File: src/rtl/hough_vote_ctrl_if.sv
// Pixel-stream handshake and accumulator BRAM bus of the Hough vote controller.
// master = controller side, slave = pixel source plus BRAM side.
interface hough_vote_ctrl_if #(
  parameter int CNT_W  = 4,
  parameter int ADDR_W = 18
);
  logic              pix_valid;
  logic [9:0]        pix_x;
  logic [8:0]        pix_y;
  logic              pix_ready;
  logic [ADDR_W-1:0] mem_addr;
  logic              mem_we;
  logic [CNT_W-1:0]  mem_wdata;
  logic [CNT_W-1:0]  mem_rdata;

  modport master (
    input  pix_valid, pix_x, pix_y, mem_rdata,
    output pix_ready, mem_addr, mem_we, mem_wdata
  );

  modport slave (
    output pix_valid, pix_x, pix_y, mem_rdata,
    input  pix_ready, mem_addr, mem_we, mem_wdata
  );
endinterface

File: src/rtl/hough_vote_ctrl.sv
// Circle-Hough vote sequencer: clears the accumulator, applies four fixed-radius
// read-modify-write votes per edge pixel, and tracks the strongest centre.
module hough_vote_ctrl #(
  parameter int RADIUS   = 100,
  parameter int ACC_W    = 450,
  parameter int ACC_H    = 290,
  parameter int COL_BIAS = 95,
  parameter int ROW_BIAS = 95,
  parameter int CNT_W    = 4,
  parameter int ADDR_W   = 18
) (
  input  logic                 clk,
  input  logic                 rst,
  input  logic                 start,
  input  logic                 frame_end,
  hough_vote_ctrl_if.master    bus,
  output logic [9:0]           best_x,
  output logic [8:0]           best_y,
  output logic [CNT_W-1:0]     best_votes,
  output logic                 busy,
  output logic                 done
);

  localparam logic signed [11:0] RAD_S  = 12'(RADIUS);
  localparam logic signed [11:0] COL_LO = 12'(COL_BIAS);
  localparam logic signed [11:0] COL_HI = 12'(COL_BIAS + ACC_W);
  localparam logic signed [11:0] ROW_LO = 12'(ROW_BIAS);
  localparam logic signed [11:0] ROW_HI = 12'(ROW_BIAS + ACC_H);
  localparam logic [ADDR_W-1:0]  CLR_LAST = ADDR_W'(ACC_W * ACC_H - 1);

  typedef enum logic [2:0] {
    IDLE, CLEAR, VOTE, CAND_RD, CAND_WR, DONE
  } state_t;

  typedef struct packed {
    logic              inw;
    logic [9:0]        bx;
    logic [8:0]        by;
    logic [ADDR_W-1:0] addr;
  } cand_t;

  function automatic cand_t cand_of(input logic [9:0] x, input logic [8:0] y,
                                    input logic [1:0] k);
    logic signed [11:0] cx;
    logic signed [11:0] cy;
    logic signed [11:0] col;
    logic signed [11:0] row;
    cand_t c;
    cx = signed'({2'b00, x});
    cy = signed'({3'b000, y});
    case (k)
      2'd0:    cx = cx - RAD_S;
      2'd1:    cx = cx + RAD_S;
      2'd2:    cy = cy - RAD_S;
      default: cy = cy + RAD_S;
    endcase
    col    = cx - COL_LO;
    row    = cy - ROW_LO;
    c.inw  = (cx >= COL_LO) && (cx < COL_HI) && (cy >= ROW_LO) && (cy < ROW_HI);
    c.bx   = cx[9:0];
    c.by   = cy[8:0];
    c.addr = ADDR_W'(col) + ADDR_W'(row) * ADDR_W'(ACC_W);
    return c;
  endfunction

  function automatic logic [CNT_W-1:0] sat_inc(input logic [CNT_W-1:0] v);
    return (&v) ? v : v + CNT_W'(1);
  endfunction

  state_t           state;
  logic [1:0]       k;
  logic [9:0]       px;
  logic [8:0]       py;
  logic             pending;
  cand_t            cur;
  cand_t            first_c;
  cand_t            next_c;
  logic [CNT_W-1:0] new_cnt;

  always_comb begin
    first_c = cand_of(bus.pix_x, bus.pix_y, 2'd0);
    next_c  = cand_of(px, py, k + 2'd1);
    new_cnt = sat_inc(bus.mem_rdata);
  end

  // Read data arrives in the write-back cycle itself, so the write data is combinational.
  assign bus.mem_wdata = (state == CAND_WR && cur.inw) ? new_cnt : '0;

  always_ff @(posedge clk) begin
    if (rst) begin
      state         <= IDLE;
      k             <= 2'd0;
      pending       <= 1'b0;
      bus.pix_ready <= 1'b0;
      bus.mem_we    <= 1'b0;
      bus.mem_addr  <= '0;
      best_x        <= '0;
      best_y        <= '0;
      best_votes    <= '0;
      busy          <= 1'b0;
      done          <= 1'b0;
    end else if (start) begin
      state         <= CLEAR;
      pending       <= 1'b0;
      bus.pix_ready <= 1'b0;
      bus.mem_we    <= 1'b1;
      bus.mem_addr  <= '0;
      best_x        <= '0;
      best_y        <= '0;
      best_votes    <= '0;
      busy          <= 1'b1;
      done          <= 1'b0;
    end else begin
      done <= 1'b0;
      if ((state == CAND_RD || state == CAND_WR) && frame_end)
        pending <= 1'b1;
      case (state)
        CLEAR: begin
          if (bus.mem_addr == CLR_LAST) begin
            state         <= VOTE;
            bus.mem_we    <= 1'b0;
            bus.pix_ready <= 1'b1;
            busy          <= 1'b0;
          end else begin
            bus.mem_addr <= bus.mem_addr + ADDR_W'(1);
          end
        end
        VOTE: begin
          if (bus.pix_valid) begin
            px            <= bus.pix_x;
            py            <= bus.pix_y;
            k             <= 2'd0;
            cur           <= first_c;
            bus.mem_addr  <= first_c.addr;
            bus.pix_ready <= 1'b0;
            busy          <= 1'b1;
            state         <= CAND_RD;
            if (frame_end)
              pending <= 1'b1;
          end else if (frame_end || pending) begin
            state         <= DONE;
            done          <= 1'b1;
            pending       <= 1'b0;
            bus.pix_ready <= 1'b0;
          end
        end
        CAND_RD: begin
          bus.mem_we <= cur.inw;
          state      <= CAND_WR;
        end
        CAND_WR: begin
          bus.mem_we <= 1'b0;
          if (cur.inw && new_cnt > best_votes) begin
            best_votes <= new_cnt;
            best_x     <= cur.bx;
            best_y     <= cur.by;
          end
          if (k == 2'd3) begin
            state         <= VOTE;
            bus.pix_ready <= 1'b1;
            busy          <= 1'b0;
          end else begin
            k            <= k + 2'd1;
            cur          <= next_c;
            bus.mem_addr <= next_c.addr;
            state        <= CAND_RD;
          end
        end
        DONE:    state <= IDLE;
        default: ;
      endcase
    end
  end

endmodule

File: src/flat_wrapper.sv
// flat-port wrapper written by rule: the top's interface ports become plain ports
module hough_vote_ctrl_flat 
#(
  parameter int RADIUS   = 100,
  parameter int ACC_W    = 450,
  parameter int ACC_H    = 290,
  parameter int COL_BIAS = 95,
  parameter int ROW_BIAS = 95,
  parameter int CNT_W    = 4,
  parameter int ADDR_W   = 18
)
  (clk, rst, start, frame_end, best_x, best_y, best_votes, busy, done, bus_pix_valid, bus_pix_x, bus_pix_y, bus_mem_rdata, bus_pix_ready, bus_mem_addr, bus_mem_we, bus_mem_wdata);
  hough_vote_ctrl_if #(.CNT_W(CNT_W), .ADDR_W(ADDR_W)) bus_i ();
  input  logic clk;
  input  logic rst;
  input  logic start;
  input  logic frame_end;
  output logic [9:0] best_x;
  output logic [8:0] best_y;
  output logic [CNT_W-1:0] best_votes;
  output logic busy;
  output logic done;
  input wire logic [$bits(bus_i.pix_valid)-1:0] bus_pix_valid;
  input wire logic [$bits(bus_i.pix_x)-1:0] bus_pix_x;
  input wire logic [$bits(bus_i.pix_y)-1:0] bus_pix_y;
  input wire logic [$bits(bus_i.mem_rdata)-1:0] bus_mem_rdata;
  output wire logic [$bits(bus_i.pix_ready)-1:0] bus_pix_ready;
  output wire logic [$bits(bus_i.mem_addr)-1:0] bus_mem_addr;
  output wire logic [$bits(bus_i.mem_we)-1:0] bus_mem_we;
  output wire logic [$bits(bus_i.mem_wdata)-1:0] bus_mem_wdata;
  assign bus_i.pix_valid = bus_pix_valid;
  assign bus_i.pix_x = bus_pix_x;
  assign bus_i.pix_y = bus_pix_y;
  assign bus_i.mem_rdata = bus_mem_rdata;
  assign bus_pix_ready = bus_i.pix_ready;
  assign bus_mem_addr = bus_i.mem_addr;
  assign bus_mem_we = bus_i.mem_we;
  assign bus_mem_wdata = bus_i.mem_wdata;
  hough_vote_ctrl #(.RADIUS(RADIUS), .ACC_W(ACC_W), .ACC_H(ACC_H), .COL_BIAS(COL_BIAS), .ROW_BIAS(ROW_BIAS), .CNT_W(CNT_W), .ADDR_W(ADDR_W)) u_core (.clk(clk), .rst(rst), .start(start), .frame_end(frame_end), .bus(bus_i), .best_x(best_x), .best_y(best_y), .best_votes(best_votes), .busy(busy), .done(done));
endmodule
File: config.mk
export PLATFORM = sky130hd
export DESIGN_NAME = hough_vote_ctrl_flat
export DESIGN_NICKNAME = d
export VERILOG_FILES = /design/src/rtl/hough_vote_ctrl_if.sv /design/src/rtl/hough_vote_ctrl.sv /design/src/flat_wrapper.sv
export SDC_FILE = /design/constraint.sdc
export NUM_CORES = 1
export LEC_CHECK = 0
export ABC_AREA = 1
export ABC_CLOCK_PERIOD_IN_PS = 5800
export CELL_PAD_IN_SITES_DETAIL_PLACEMENT = 2
export CELL_PAD_IN_SITES_GLOBAL_PLACEMENT = 2
export CORE_MARGIN = 2
export CORE_UTILIZATION = 31
export CTS_CLUSTER_SIZE = 10
export DETAILED_ROUTE_END_ITERATION = 8
export PLACE_DENSITY_LB_ADDON = 0.1
export SYNTH_ARGS = -nofsm -noshare
export SYNTH_HDL_FRONTEND = slang
export SYNTH_SLANG_ARGS = --single-unit
File: constraint.sdc
create_clock -name clk -period 5.8 [get_ports clk]
set_input_delay 0.87 -clock clk [delete_from_list [all_inputs] [get_ports clk]]
set_output_delay 0.87 -clock clk [all_outputs]
set_load 0.01 [all_outputs]
Word level (Yosys, flattened, before mapping) --
Cells that the tools add are included. Widths: inputs -> output; s select.
Storage, ports and cells: input bits 28, bits in registers 90, word-level logic and storage cells 134
Cells by class: bitwise gates (word level) 3, reduce and logical (&&, ||, !) cells 32, $add $sub $neg 14, equality and inequality tests 19, magnitude comparators 9, muxes and demuxes 38, $mul 2
Operators by type and width (number):
- $mux 38 | 2
- $pmux 38 s2 | 1
- $mux 18 | 3
- $pmux 18 s3 | 1
- $pmux 12 s2 | 2
- $add 12x18->18 | 2
- $ge 12x8->1 const B | 2
- $reduce_and 4->1 | 6
- $sub 12x8->12 const B | 2
- $sub 10x7->11 const B | 2
- $sub 9x7->10 const B | 2
- $add 18x1->18 const B | 1
- $eq 18x17->1 const B | 1
- $mul 10x9->17 const B | 1
- $mul 12x9->17 const B | 1
- $mux 1 | 17
- $pmux 3 s5 | 1
- $lt 12x10->1 const B | 1
- $lt 12x11->1 const B | 1
- $sub 11x8->12 const B | 1
- $add 10x7->11 const B | 1
- $ge 11x8->1 const B | 1
- $lt 11x11->1 const B | 1
- $add 9x7->10 const B | 1
- other kinds (34) | 63

Longest topological paths before layout --
Gate-level depths: netlist (run 1).
depth in word-level cells 9, mapped depth 40, mapped depth without buffers 40

Least setup slack after synthesis (run 1) --
Ideal clock, no wire load.
path type input to register, start point input bus_pix_y[0], end point register u_core.bus.mem_addr[17], stages 32, arrival time 5639 ps, path slack 52 ps, path buffers 0, path through ha_1 -> nand2_1 -> inv_1 -> nor2_1 -> ha_1 -> inv_1 -> fa_1 -> fa_1 -> inv_1 -> ha_1 -> inv_1 -> fa_1 -> o31ai_1 -> xnor2_1 -> ha_1 -> inv_1 -> ha_1 -> nand2_1 -> nor3_1 -> nand3_1 -> nand3_1 -> nand2_1 -> nand2_1 -> nand2_1 -> nand2_1 -> o21ai_0 -> a21oi_1 -> nor2_1 -> nor2_1 -> nand3_1 -> nand2_1 -> inv_1
Between the ends: cells in the longest elaborated chain, start to end 5
RTL lines:
- from (decl) | RTL line flat_wrapper.sv:25 | input wire logic [$bits(bus_i.pix_y)-1:0] bus_pix_y;
- $sub 9x7->10 | RTL line hough_vote_ctrl.sv:58 | row = cy - ROW_LO;
- $mul 10x9->17 | RTL line hough_vote_ctrl.sv:62 | c.addr = ADDR_W'(col) + ADDR_W'(row) * ADDR_W'(ACC_W);
- $add 12x18->18 | RTL line hough_vote_ctrl.sv:62
- $mux 18 | RTL line hough_vote_ctrl.sv:129 | if (bus.pix_valid) begin
- $pmux 18 s3 | RTL line hough_vote_ctrl.sv:117 | case (state)
- to (signal assigned) | RTL line hough_vote_ctrl.sv:125 | bus.mem_addr <= bus.mem_addr + ADDR_W'(1);
- to (signal assigned) | RTL line hough_vote_ctrl.sv:134 | bus.mem_addr <= first_c.addr;
- to (signal assigned) | RTL line hough_vote_ctrl.sv:165 | bus.mem_addr <= next_c.addr;
- to (decl) | RTL line hough_vote_ctrl_if.sv:18 | output pix_ready, mem_addr, mem_we, mem_wdata
Every way passes these cells. The select of a mux whose other input is x is not followed. A chain may end at the register's enable or synchronous reset.

Worst setup path in the final report (run 1) --
Ends and elaborated chain as after synthesis.

==> qor.yml, run 1 <==
synth:
  synth-edff-count: 39
  synthSimpleGateAreaFrac_pct: 24.88
  ys_types: 47
  avgSynthCellArea_um2: 6.985
  yosys.area.top_type: "ha_1"
  synth_ff_type: "dfxtp_1"
  synth-seq-area-share_pct: 21.87
  synthXorXnorAreaFrac_pct: 4.269
  synthMuxAreaShare_pct: 0
  async_reset_ff_share_pct: 0
  synth_nets: 1630
  synth_cells: 1435
  synth_compound_area_share_pct: 14.24
  yosysWarningCount: 0
  netlist_top_cells_area: "ha_1, edfxtp_1, nand2_1"
  syn_area_um2: 10020
  synth_seq_cells: 90
  synth_top_family_by_area: "simple AND/OR/NAND/NOR gates"
  synth_most_common_cell: "nand2_1"
  yosysTopAreaCellShare_pct: 16.60
  synth-adder-area-share_pct: 23.39
  synth_common_cells: "nand2_1, inv_1, ha_1, nor2_1, o21ai_0"
critical_path:
  reg2reg_to: "u_core.bus.mem_addr[17]$_SDFFE_PP0P_"
  reg2regPathDepth: 34
  critPathMostFrequentCell: "nand2_1"
  cpMaxStageDelayCell: "fa_1"
  reg2reg_slack_ns: 0.08
  worstPathArrival_ns: 6.16
  critPathMaxStageDelay_ns: 0.55
  critical_path_class: "in2reg"
  worstPathRequired_ns: 6.09
  rr_startpoint: "u_core.k[1]$_SDFFE_PP0P_"
  cp_max_fo: 5
  start_kind: "primary input"
  end_kind: "flop"
clock_network:
  cts_num_sinks: 90
  cts_root_buf: "clkbuf_16"
  cts_tree: "yes"
  cts_buffers: 9
  cts_hold_buf: 0
  cts_buffer_depth: 2
  clock_latency_ns: 0.39
  clkTransAtPathRegs_ns: 0.08
  cts-htree-levels: 3
timing:
  clock_skew_ns: 0.01457
  rsz0062_at_grt: "true"
  tns_ns: -0.07708
  timing.final.crit_period_ns: 5.877
  slew_viol_final: 0
  hold_violations: 0
  hold-worst-slack_ns: 0.4881
  setup_slack_ns: -0.07708
  setup_viol: 1
  tightest_slew_ns: 1.146
  relSlewSlack_pct: 23.53
  post-route-period-util_pct: 101.3
  timing.fmax_ghz: 0.1702
worst_hold_path:
  worstHoldStart: "u_core.best_y[6]$_SDFFE_PP0P_"
  hold-path-cell-count: 2
  whs_endpoint: "u_core.best_y[6]$_SDFFE_PP0P_"
  hold_class: "reg2reg"
floorplanning:
  fp.dieW_um: 183.8
  die_h_um: 183.8
  coreArea_um2: 31720
  start_util_pct: 31.60
  io_pins: 77
  rows: 65
  dieArea_um2: 33790
finish:
  drive_gt1_share_pct: 24.99
  finalNetCount: 1883
  n_fill_cell: 3718
  num_antenna_cells: 0
  instances_no_fill: 2095
  fin_util_pct: 43.83
  syn2layout_area_growth_pct: 38.68
  final_cell_area_um2: 13900
pwr:
  power_leakage_uw: 0.006464
  p_per_area_nw_per_um2: 548.6
  max-vdd-ir-drop_uv: 859.4
global_route:
  first_global_vias: 12030
  grt_overflow_total: 0
  track_usage_pct: 24.90
  antenna_found_initial: 1
  grt_max_degree: 43
  grt_pass1_wl_mm: 64.97
job:
  maxCapViolCount: 0
place:
  globalplace.congestion: 0.8386
  dpl.cell_count: 2065
  placed_cell_area_um2: 12500
  dp_hpwl_mm: 32.62
  io_buffer_count: 76
routing:
  avgRoutedWirePerCell_um: 21.02
  first_pass_iters: 4
  ant_nets: 0
  wl_mm: 44.03
  drc: 0
  vias: 10760
  drt_iter0_drc: 413
  routed_via_density: 5.136
run_status:
  violations: "negative setup slack"
  status: "finished, violations left"
timing repair:
item,CTS,global route
resized for setup,73,176
setup buffers,3,13
endpoints found under the setup margin,7,8
pin swaps,18,81
sequential cells by signal (all words and copies together) (netlist names), 2 cells and up:
name / cells
u_core.cur: 20
u_core.bus.mem_addr: 18
u_core.best_x: 10
u_core.px: 10
u_core.best_y: 9
u_core.py: 9
u_core.best_votes: 4
u_core.state: 3
u_core.k: 2
worst max-delay path, delay by kind of cell:
family	cells	cell delay [ns]
AOI/OAI and AO/OA	4	0.54
xor gates and xnor gates	2	0.40
buffers and inverters	11	0.89
and+or+nand+nor	12	1.02
adders and majority gates	7	2.39
final cells by class:
type / instances / area [um2] / area share, %
well taps: 402 / 503.0 / 3.618
clock inverters: 6 / 57.56 / 0.4140
repair buffers: 267 / 2222 / 15.99
multi-input cells: 1051 / 7650 / 55.03
inverters: 269 / 1035 / 7.444
clock buffers: 10 / 239.0 / 1.719
flip-flops and latches: 90 / 2195 / 15.79
cell families (layout without fill, tap and decap cells):
kind of cell / Yosys count / in the layout
XOR/XNOR: 48 / 48
buffers and inverters: 294 / 552
AO/OA/AOI/OAI: 255 / 255
AND/OR/NAND/NOR: 581 / 581
adder cells (fa/ha/maj): 167 / 167
flip-flops: 90 / 90
how the worst max path moves through the flow:
stage	startpoint	endpoint	slack (ns)	cells after the start
6_report	bus_pix_y[0]	u_core.bus.mem_addr[17]$_SDFFE_PP0P_	-0.08	36
5_1_grt	bus_pix_y[0]	u_core.bus.mem_addr[17]$_SDFFE_PP0P_	-0.34	35
4_1_cts	u_core.k[0]$_SDFFE_PP0P_	u_core.bus.mem_addr[17]$_SDFFE_PP0P_	0.001	40
3_5_place_dp	bus_pix_y[0]	u_core.bus.mem_addr[17]$_SDFFE_PP0P_	-1.09	35
3_3_place_gp	bus_pix_y[0]	u_core.bus.mem_addr[17]$_SDFFE_PP0P_	-0.76	34
2_1_floorplan	bus_pix_y[0]	u_core.bus.mem_addr[17]$_SDFFE_PP0P_	0.05	32
placed cells by master (no fill, tap or decap), types with 11 or more instances in the layout:
cell type,synthesis,routed
inv_2,7,22
inv_1,261,238
nand2_2,10,33
clkdlybuf4s50_1,0,70
dfxtp_1,51,49
o21ai_0,100,89
ha_4,0,35
edfxtp_1,39,39
a31oi_1,16,13
nand3_2,3,16
xnor2_1,13,11
nor2_1,130,114
nand2_1,281,254
nor2_2,5,15
xor2_1,34,29
nand4_1,16,16
a21oi_2,1,16
ha_1,133,95
buf_4,2,185
a21oi_1,94,78
fa_1,34,30
nand3_1,99,83
layer usage:
metal	track usage [%]	vias up	share of wire [%]
li1	-	5195	-
met1	28.33	5371	41
met2	47.50	135	53
met3	3.308	59	2.6
met4	8.256	0	2.6
met5	0	-	0
report_power, final:
group	internal, uW	switching, uW	total (uW)
Clock	312	319	631
Combinational	2950	3340	6290
Sequential	683	26.5	709
metrics by stage:
stage	total power, uW	setup WS [ns]
after floorplan	3484	0.05218
after global placement	5391	-0.7621
after detailed placement	5619	-1.085
after CTS	6595	0.001107
after global routing	8323	-0.3366
final	7626	-0.07708
Note: power is estimated with default switching activity, not from simulation.
==> inputs of run 2 (changes only) <==
--- a/config.mk
+++ b/config.mk
@@ -14,6 +14,7 @@
 export CTS_CLUSTER_SIZE = 10
 export DETAILED_ROUTE_END_ITERATION = 8
 export PLACE_DENSITY_LB_ADDON = 0.1
+export SETUP_SLACK_MARGIN = 0.5
 export SYNTH_ARGS = -nofsm -noshare
 export SYNTH_HDL_FRONTEND = slang
 export SYNTH_SLANG_ARGS = --single-unit
==> run 2 against run 1 <==
Compared with the run above:
- the flow still finishes with violations (negative setup slack)
- total power grew 12%
- cell count up 0.95%
- first-iteration DRC count grew 5.3%
- clock skew shrank 0.0036 ns
- core utilization is 1.7 points higher
- largest power group unchanged
==> qor.yml, run 2 (same netlist as run 1, synthesis figures left out) <==
clock_network:
  cts_buffer_depth: 2  # unchanged
  clock_latency_ns: 0.37  # -0.02 ns
  cts-htree-levels: 3  # unchanged
  clkTransAtPathRegs_ns: 0.07  # about the same
  cts_num_sinks: 90  # unchanged
  cts_tree: "yes"
  cts_hold_buf: 0  # unchanged
  cts_root_buf: "clkbuf_16"
  cts_buffers: 9  # unchanged
run_status:
  status: "finished, violations left"
  violations: "negative setup slack"
timing:
  relSlewSlack_pct: 40.76  # +17 points
  tns_ns: -0.1137  # -0.03661 ns
  setup_slack_ns: -0.05672  # +0.02036 ns
  hold_violations: 0  # unchanged
  timing.fmax_ghz: 0.1707  # +0.35%
  slew_viol_final: 0  # unchanged
  timing.final.crit_period_ns: 5.857  # -0.02036 ns
  post-route-period-util_pct: 101.0  # -0.35 points
  tightest_slew_ns: 0.8662  # -0.2797 ns
  rsz0062_at_grt: "true"
  clock_skew_ns: 0.01100  # -0.003574 ns
  setup_viol: 3  # +2
floorplanning:
  coreArea_um2: 31720  # unchanged
  rows: 65  # unchanged
  fp.dieW_um: 183.8  # unchanged
  dieArea_um2: 33790  # unchanged
  die_h_um: 183.8  # unchanged
  io_pins: 77  # unchanged
  start_util_pct: 31.60  # unchanged
pwr:
  power_leakage_uw: 0.006604  # +2.2%
  fin_total_pwr_uw: 8524  # +12%
  max-vdd-ir-drop_uv: 674.1  # -22%
  p_per_area_nw_per_um2: 590.3  # +7.6%
global_route:
  first_global_vias: 12390  # +3.0%
  track_usage_pct: 26.17  # +1.3 points
  grt_overflow_total: 0  # unchanged
  antenna_found_initial: 0  # -1
  grt_pass1_wl_mm: 68.35  # +5.2%
  grt_max_degree: 43  # unchanged
routing:
  first_pass_iters: 4  # unchanged
  wl_mm: 46.25  # +5.0%
  drc: 0  # unchanged
  vias: 11010  # +2.3%
  avgRoutedWirePerCell_um: 21.87  # +4.0%
  routed_via_density: 5.204  # +1.3%
  ant_nets: 0  # unchanged
  drt_iter0_drc: 435  # +5.3%
critical_path:
  rr_startpoint: "u_core.k[0]$_SDFFE_PP0P_"
  crit_start: "u_core.k[0]$_SDFFE_PP0P_"
  cp_max_fo: 5  # unchanged
  start_kind: "flop"
  cpMaxStageDelayCell: "fa_1"
  end_kind: "flop"
  reg2reg_slack_ns: -0.06  # -0.14 ns
  critPathMaxStageDelay_ns: 0.52  # -0.03 ns
  worstPathRequired_ns: 6.07  # -0.02 ns
  worstPathArrival_ns: 6.13  # -0.03 ns
  critical_path_class: "reg2reg"
place:
  dp_slack_ns: -0.7202  # +0.3651 ns
  io_buffer_count: 76  # unchanged
  globalplace.congestion: 0.8645  # +3.1%
  dp_hpwl_mm: 31.96  # -2.0%
  dpl.cell_count: 2044  # -1.0%
  placed_cell_area_um2: 12570  # +0.57%
finish:
  multi_input_area_um2: 7993  # +4.5%
  syn2layout_area_growth_pct: 44.06
  n_fill_cell: 3616  # -2.7%
  ff_latch_area_um2: 2200  # +0.23%
  drive_gt1_share_pct: 29.13  # +4.1 points
  largest_reg_flops: 20  # unchanged
  instances_no_fill: 2115  # +0.95%
  final_cell_mix: "nand2_1, inv_1, buf_4, nor2_1, ha_1"
  mostFrequentLayoutCell: "nand2_1"
  top_register: "u_core.cur"
  num_antenna_cells: 0  # unchanged
  reg.largest.list: "u_core.cur x20, u_core.bus.mem_addr x18"
  finalNetCount: 1903  # +1.1%
  final_cell_area_um2: 14440  # +3.9%
job:
  maxCapViolCount: 0  # unchanged
worst_hold_path:
  worstHoldStart: "u_core.best_x[5]$_SDFFE_PP0P_"
  hold_class: "reg2reg"
## run 2: changes by cell type in the layout (fill, tap and decap cells not counted), moves of 4 or more
cell / previous run / this run
inv_1: 238 / 223
buf_4: 185 / 192
a21oi_2: 16 / 20
o21ai_0: 89 / 84
a21oi_1: 78 / 71
nand3_1: 83 / 72
nand2_1: 254 / 240
inv_2: 22 / 34
nand2_2: 33 / 45
nand3_2: 16 / 25
ha_1: 95 / 86
ha_4: 35 / 45
buf_6: 6 / 20
## run 2: where the power goes
| group | switching, uW | internal (uW) |
|---|---|---|
| combinational | 3870 | 3340 |
| sequential | 26.4 | 682 |
| clock | 303 | 306 |
## run 2: metrics by stage
| step | hold WS (ns) | utilization, % |
|---|---|---|
| after floorplan | 0.4676 | - |
| after global placement | 0.4624 | 39.62 |
| after detailed placement | 0.4749 | 39.62 |
| after CTS | 0.4917 | 43.64 |
| after global routing | 0.5199 | 45.53 |
| final | 0.4824 | 45.53 |
## run 2: what timing repair did
item,4_1_cts,5_1_grt
setup buffers,38,17
setup endpoints to repair,8,8
resized for setup,199,101
pin swaps,83,69
hold endpoints to repair,0,0
## run 2: final cells by class
cell class | count | area share [%]
multi-input combinational | 1051 | 55.35
timing repair buffer | 287 | 16.76
sequential | 90 | 15.23
inverter | 269 | 7.235
tap | 402 | 3.483
clock buffer | 11 | 1.681
clock inverter | 5 | 0.2599
## run 2: per-layer routing
metal  up-vias  track usage [%]  routed length [um]
met3        86            2.595                 984
met1      5524            30.15               19010
li1       5234                -                   -
met2       163            50.43               24680
met4         0            8.064                1562
met5         -                0                   0
## run 2: worst max-delay path: cells and delay by family (launching register included)
kind	cells	cell delay (ns)
simple gates	13	1.22
compound gates	2	0.33
buf+inv	11	1.05
xor+xnor	2	0.43
flops	1	0.37
fa+ha+maj	7	2.32
## run 2: worst paths after layout
kind,endpoint,cells past startpoint
min reg2reg,u_core.best_x[5]$_SDFFE_PP0P_,2
max,u_core.bus.mem_addr[17]$_SDFFE_PP0P_,35
min,u_core.best_x[5]$_SDFFE_PP0P_,2
max reg2reg,u_core.bus.mem_addr[17]$_SDFFE_PP0P_,35
==> inputs of run 3 (changes only) <==
--- a/config.mk
+++ b/config.mk
@@ -7,13 +7,14 @@
 export LEC_CHECK = 0
 export ABC_AREA = 1
 export ABC_CLOCK_PERIOD_IN_PS = 5800
+export CAP_MARGIN = 20
 export CELL_PAD_IN_SITES_DETAIL_PLACEMENT = 2
 export CELL_PAD_IN_SITES_GLOBAL_PLACEMENT = 2
 export CORE_MARGIN = 2
 export CORE_UTILIZATION = 31
 export CTS_CLUSTER_SIZE = 10
 export DETAILED_ROUTE_END_ITERATION = 8
-export PLACE_DENSITY_LB_ADDON = 0.1
+export PLACE_DENSITY = 0.85
 export SETUP_SLACK_MARGIN = 0.5
 export SYNTH_ARGS = -nofsm -noshare
 export SYNTH_HDL_FRONTEND = slang
==> run 3 against run 2 <==
Compared with the run above:
- the flow still finishes with violations (negative setup slack)
- flip-flop and latch count is the same
- highest routed layer is now met5
- clock power grew 15%
- die area is the same
- global-route usage grew 3.8 points
- sequential share of layout area grew 0.077 points
- clock-buffer cell count is the same
- cell count shrank 1.3%
- critical path type unchanged
- clock skew grew 0.0047 ns
- setup slack lost 0.19 ns
==> qor.yml, run 3 (same netlist as run 1, synthesis figures left out) <==
clock_network:
  cts_hold_buf: 0  # unchanged
  cts_root_buf: "clkbuf_16"
  clkTransAtPathRegs_ns: 0.08  # about the same
  cts_buffers: 9  # unchanged
  clock_latency_ns: 0.39  # +0.02 ns
  cts_buffer_depth: 2  # unchanged
  cts_num_sinks: 90  # unchanged
  cts_tree: "yes"
  cts-htree-levels: 3  # unchanged
critical_path:
  crit_buf_inv: 6  # -5
  critical_path_class: "reg2reg"
  worstPathArrival_ns: 6.34  # +0.21 ns
  end_kind: "flop"
  worstPathRequired_ns: 6.09  # +0.02 ns
  cp_max_fo: 5  # unchanged
  cp_top_family: "simple AND/OR/NAND/NOR gates"
  reg2reg_slack_ns: -0.25  # -0.19 ns
  critPathMaxStageDelay_ns: 0.55  # +0.03 ns
  critPathMostFrequentCell: "nand2_2"
  start_kind: "flop"
  cpMaxStageDelayCell: "fa_1"
global_route:
  antenna_found_initial: 2  # +2
  grt_max_degree: 44  # +2.3%
  grt_pass1_wl_mm: 76.82  # +12%
  grt_overflow_total: 0  # unchanged
  first_global_vias: 13270  # +7.2%
  track_usage_pct: 29.99  # +3.8 points
finish:
  final_cell_mix: "nand2_1, inv_1, buf_4, nor2_1, ha_1"
  instances_no_fill: 2087  # -1.3%
  largest_reg_flops: 20  # unchanged
  num_antenna_cells: 0  # unchanged
  reg.largest.list: "u_core.cur x20, u_core.bus.mem_addr x18"
  finalNetCount: 1875  # -1.5%
  syn2layout_area_growth_pct: 43.34
  mostFrequentLayoutCell: "nand2_1"
  top_register: "u_core.cur"
  drive_gt1_share_pct: 28.49  # -0.64 points
timing:
  slew_viol_final: 0  # unchanged
  clock_skew_ns: 0.01569  # +0.004692 ns
  hold_violations: 0  # unchanged
  timing.fmax_ghz: 0.1653  # -3.2%
  rsz0062_at_grt: "true"
  setup_slack_ns: -0.2511  # -0.1944 ns
  tightest_slew_ns: 0.7628  # -0.1034 ns
  relSlewSlack_pct: 47.83  # +7.1 points
  post-route-period-util_pct: 104.3  # +3.4 points
  setup_viol: 5  # +2
  timing.final.crit_period_ns: 6.051  # +0.1944 ns
pwr:
  p_switching_uw: 4757  # +13%
  fin_total_pwr_uw: 9248  # +8.5%
  power_leakage_uw: 0.006512  # -1.4%
  max-vdd-ir-drop_uv: 970.5  # +44%
  intPower_uw: 4491  # +3.8%
  p_per_area_nw_per_um2: 643.7  # +9.0%
  power_frac_seq_pct: 7.7  # -0.6 points
  combPwrFrac_pct: 84.7  # +0.2 points
  swShare_pct: 51.44  # +2.2 points
  pwr-share-clk_pct: 7.6  # +0.5 points
routing:
  ant_nets: 0  # unchanged
  wl_mm: 57.37  # +24%
  drt_iter0_drc: 806  # +85%
  first_pass_iters: 5  # +1
  drc: 0  # unchanged
  avgRoutedWirePerCell_um: 27.49  # +26%
  vias: 11920  # +8.3%
  routed_via_density: 5.710  # +9.7%
run_status:
  status: "finished, violations left"
  violations: "negative setup slack"
job:
  maxCapViolCount: 0  # unchanged
floorplanning:
  rows: 65  # unchanged
  dieArea_um2: 33790  # unchanged
  io_pins: 77  # unchanged
  coreArea_um2: 31720  # unchanged
  start_util_pct: 31.60  # unchanged
  die_h_um: 183.8  # unchanged
  fp.dieW_um: 183.8  # unchanged
place:
  io_buffer_count: 76  # unchanged
  dp_slack_ns: -1.060  # -0.3399 ns
  globalplace.congestion: 0.8750  # +1.2%
  dpl.cell_count: 2031  # -0.64%
  dp_hpwl_mm: 35.31  # +10%
worst_hold_path:
  hold_class: "reg2reg"
-- run 3: cell count changes in the layout (fill, tap and decap cells not counted), moves of 5 or more --
| cell | change |
|---|---|
| buf_4 | -26 |
| inv_2 | +5 |
| nand2_2 | -10 |
| nand2_4 | +7 |
-- run 3: per-layer routing --
metal  up-vias  track usage, %  routed length (um)
li1       5180               -                   -
met4         4           13.50                3757
met3       252           3.843                2229
met5         -               0                  26
met2       488           59.50               30310
met1      5993           31.01               21050
-- run 3: path summary, 6_finish.rpt --
kind,startpoint,endpoint,cells past startpoint
min,u_core.best_y[5]$_SDFFE_PP0P_,u_core.best_y[5]$_SDFFE_PP0P_,2
min reg2reg,u_core.best_y[5]$_SDFFE_PP0P_,u_core.best_y[5]$_SDFFE_PP0P_,2
max,u_core.py[3]$_DFFE_PP_,u_core.bus.mem_addr[17]$_SDFFE_PP0P_,35
max reg2reg,u_core.py[3]$_DFFE_PP_,u_core.bus.mem_addr[17]$_SDFFE_PP0P_,35
-- run 3: through the flow --
step | utilization [%] | setup TNS [ns] | area (um2) | hold WS [ns]
final | 45.30 | -0.6509 | 14370 | 0.4896
after global routing | 45.30 | -1.602 | 14370 | 0.5114
after CTS | 42.95 | 0 | 13620 | 0.4966
after detailed placement | 39.31 | -6.495 | 12470 | 0.4801
after global placement | 39.31 | -3.155 | 12470 | 0.4623
after floorplan | - | 0 | 10250 | 0.4676
-- run 3: power groups by stage --
stage | registers, uW | logic, uW | clock network [uW]
CTS | 708 | 6200 | 686
global route | 712 | 8260 | 727
finish | 710 | 7840 | 702
detailed placement | 722 | 5140 | 0
global placement | 720 | 4680 | 0
floorplan | 719 | 3040 | 0
-- run 3: final cells by class --
cell class              count  area, um2
fillers                  3555      17350
multi-input cells        1051       8097
repair buffers            259       2211
flip-flops and latches     90       2200
inverters                 269       1037
well taps                 402      503.0
clock buffers              11      252.7
clock inverters             5      67.56
-- run 3: tightest hold or removal path: cells and delay by family (launching register included) --
| kind | cells | cell delay [ns] |
|---|---|---|
| DFF | 1 | 0.33 |
| and+or+nand+nor | 2 | 0.13 |
-- run 3: timing repair --
item	in CTS	in global routing
endpoints found under the setup margin	9	8
gates resized for setup	178	142
setup buffers	21	19
pin swaps	85	79
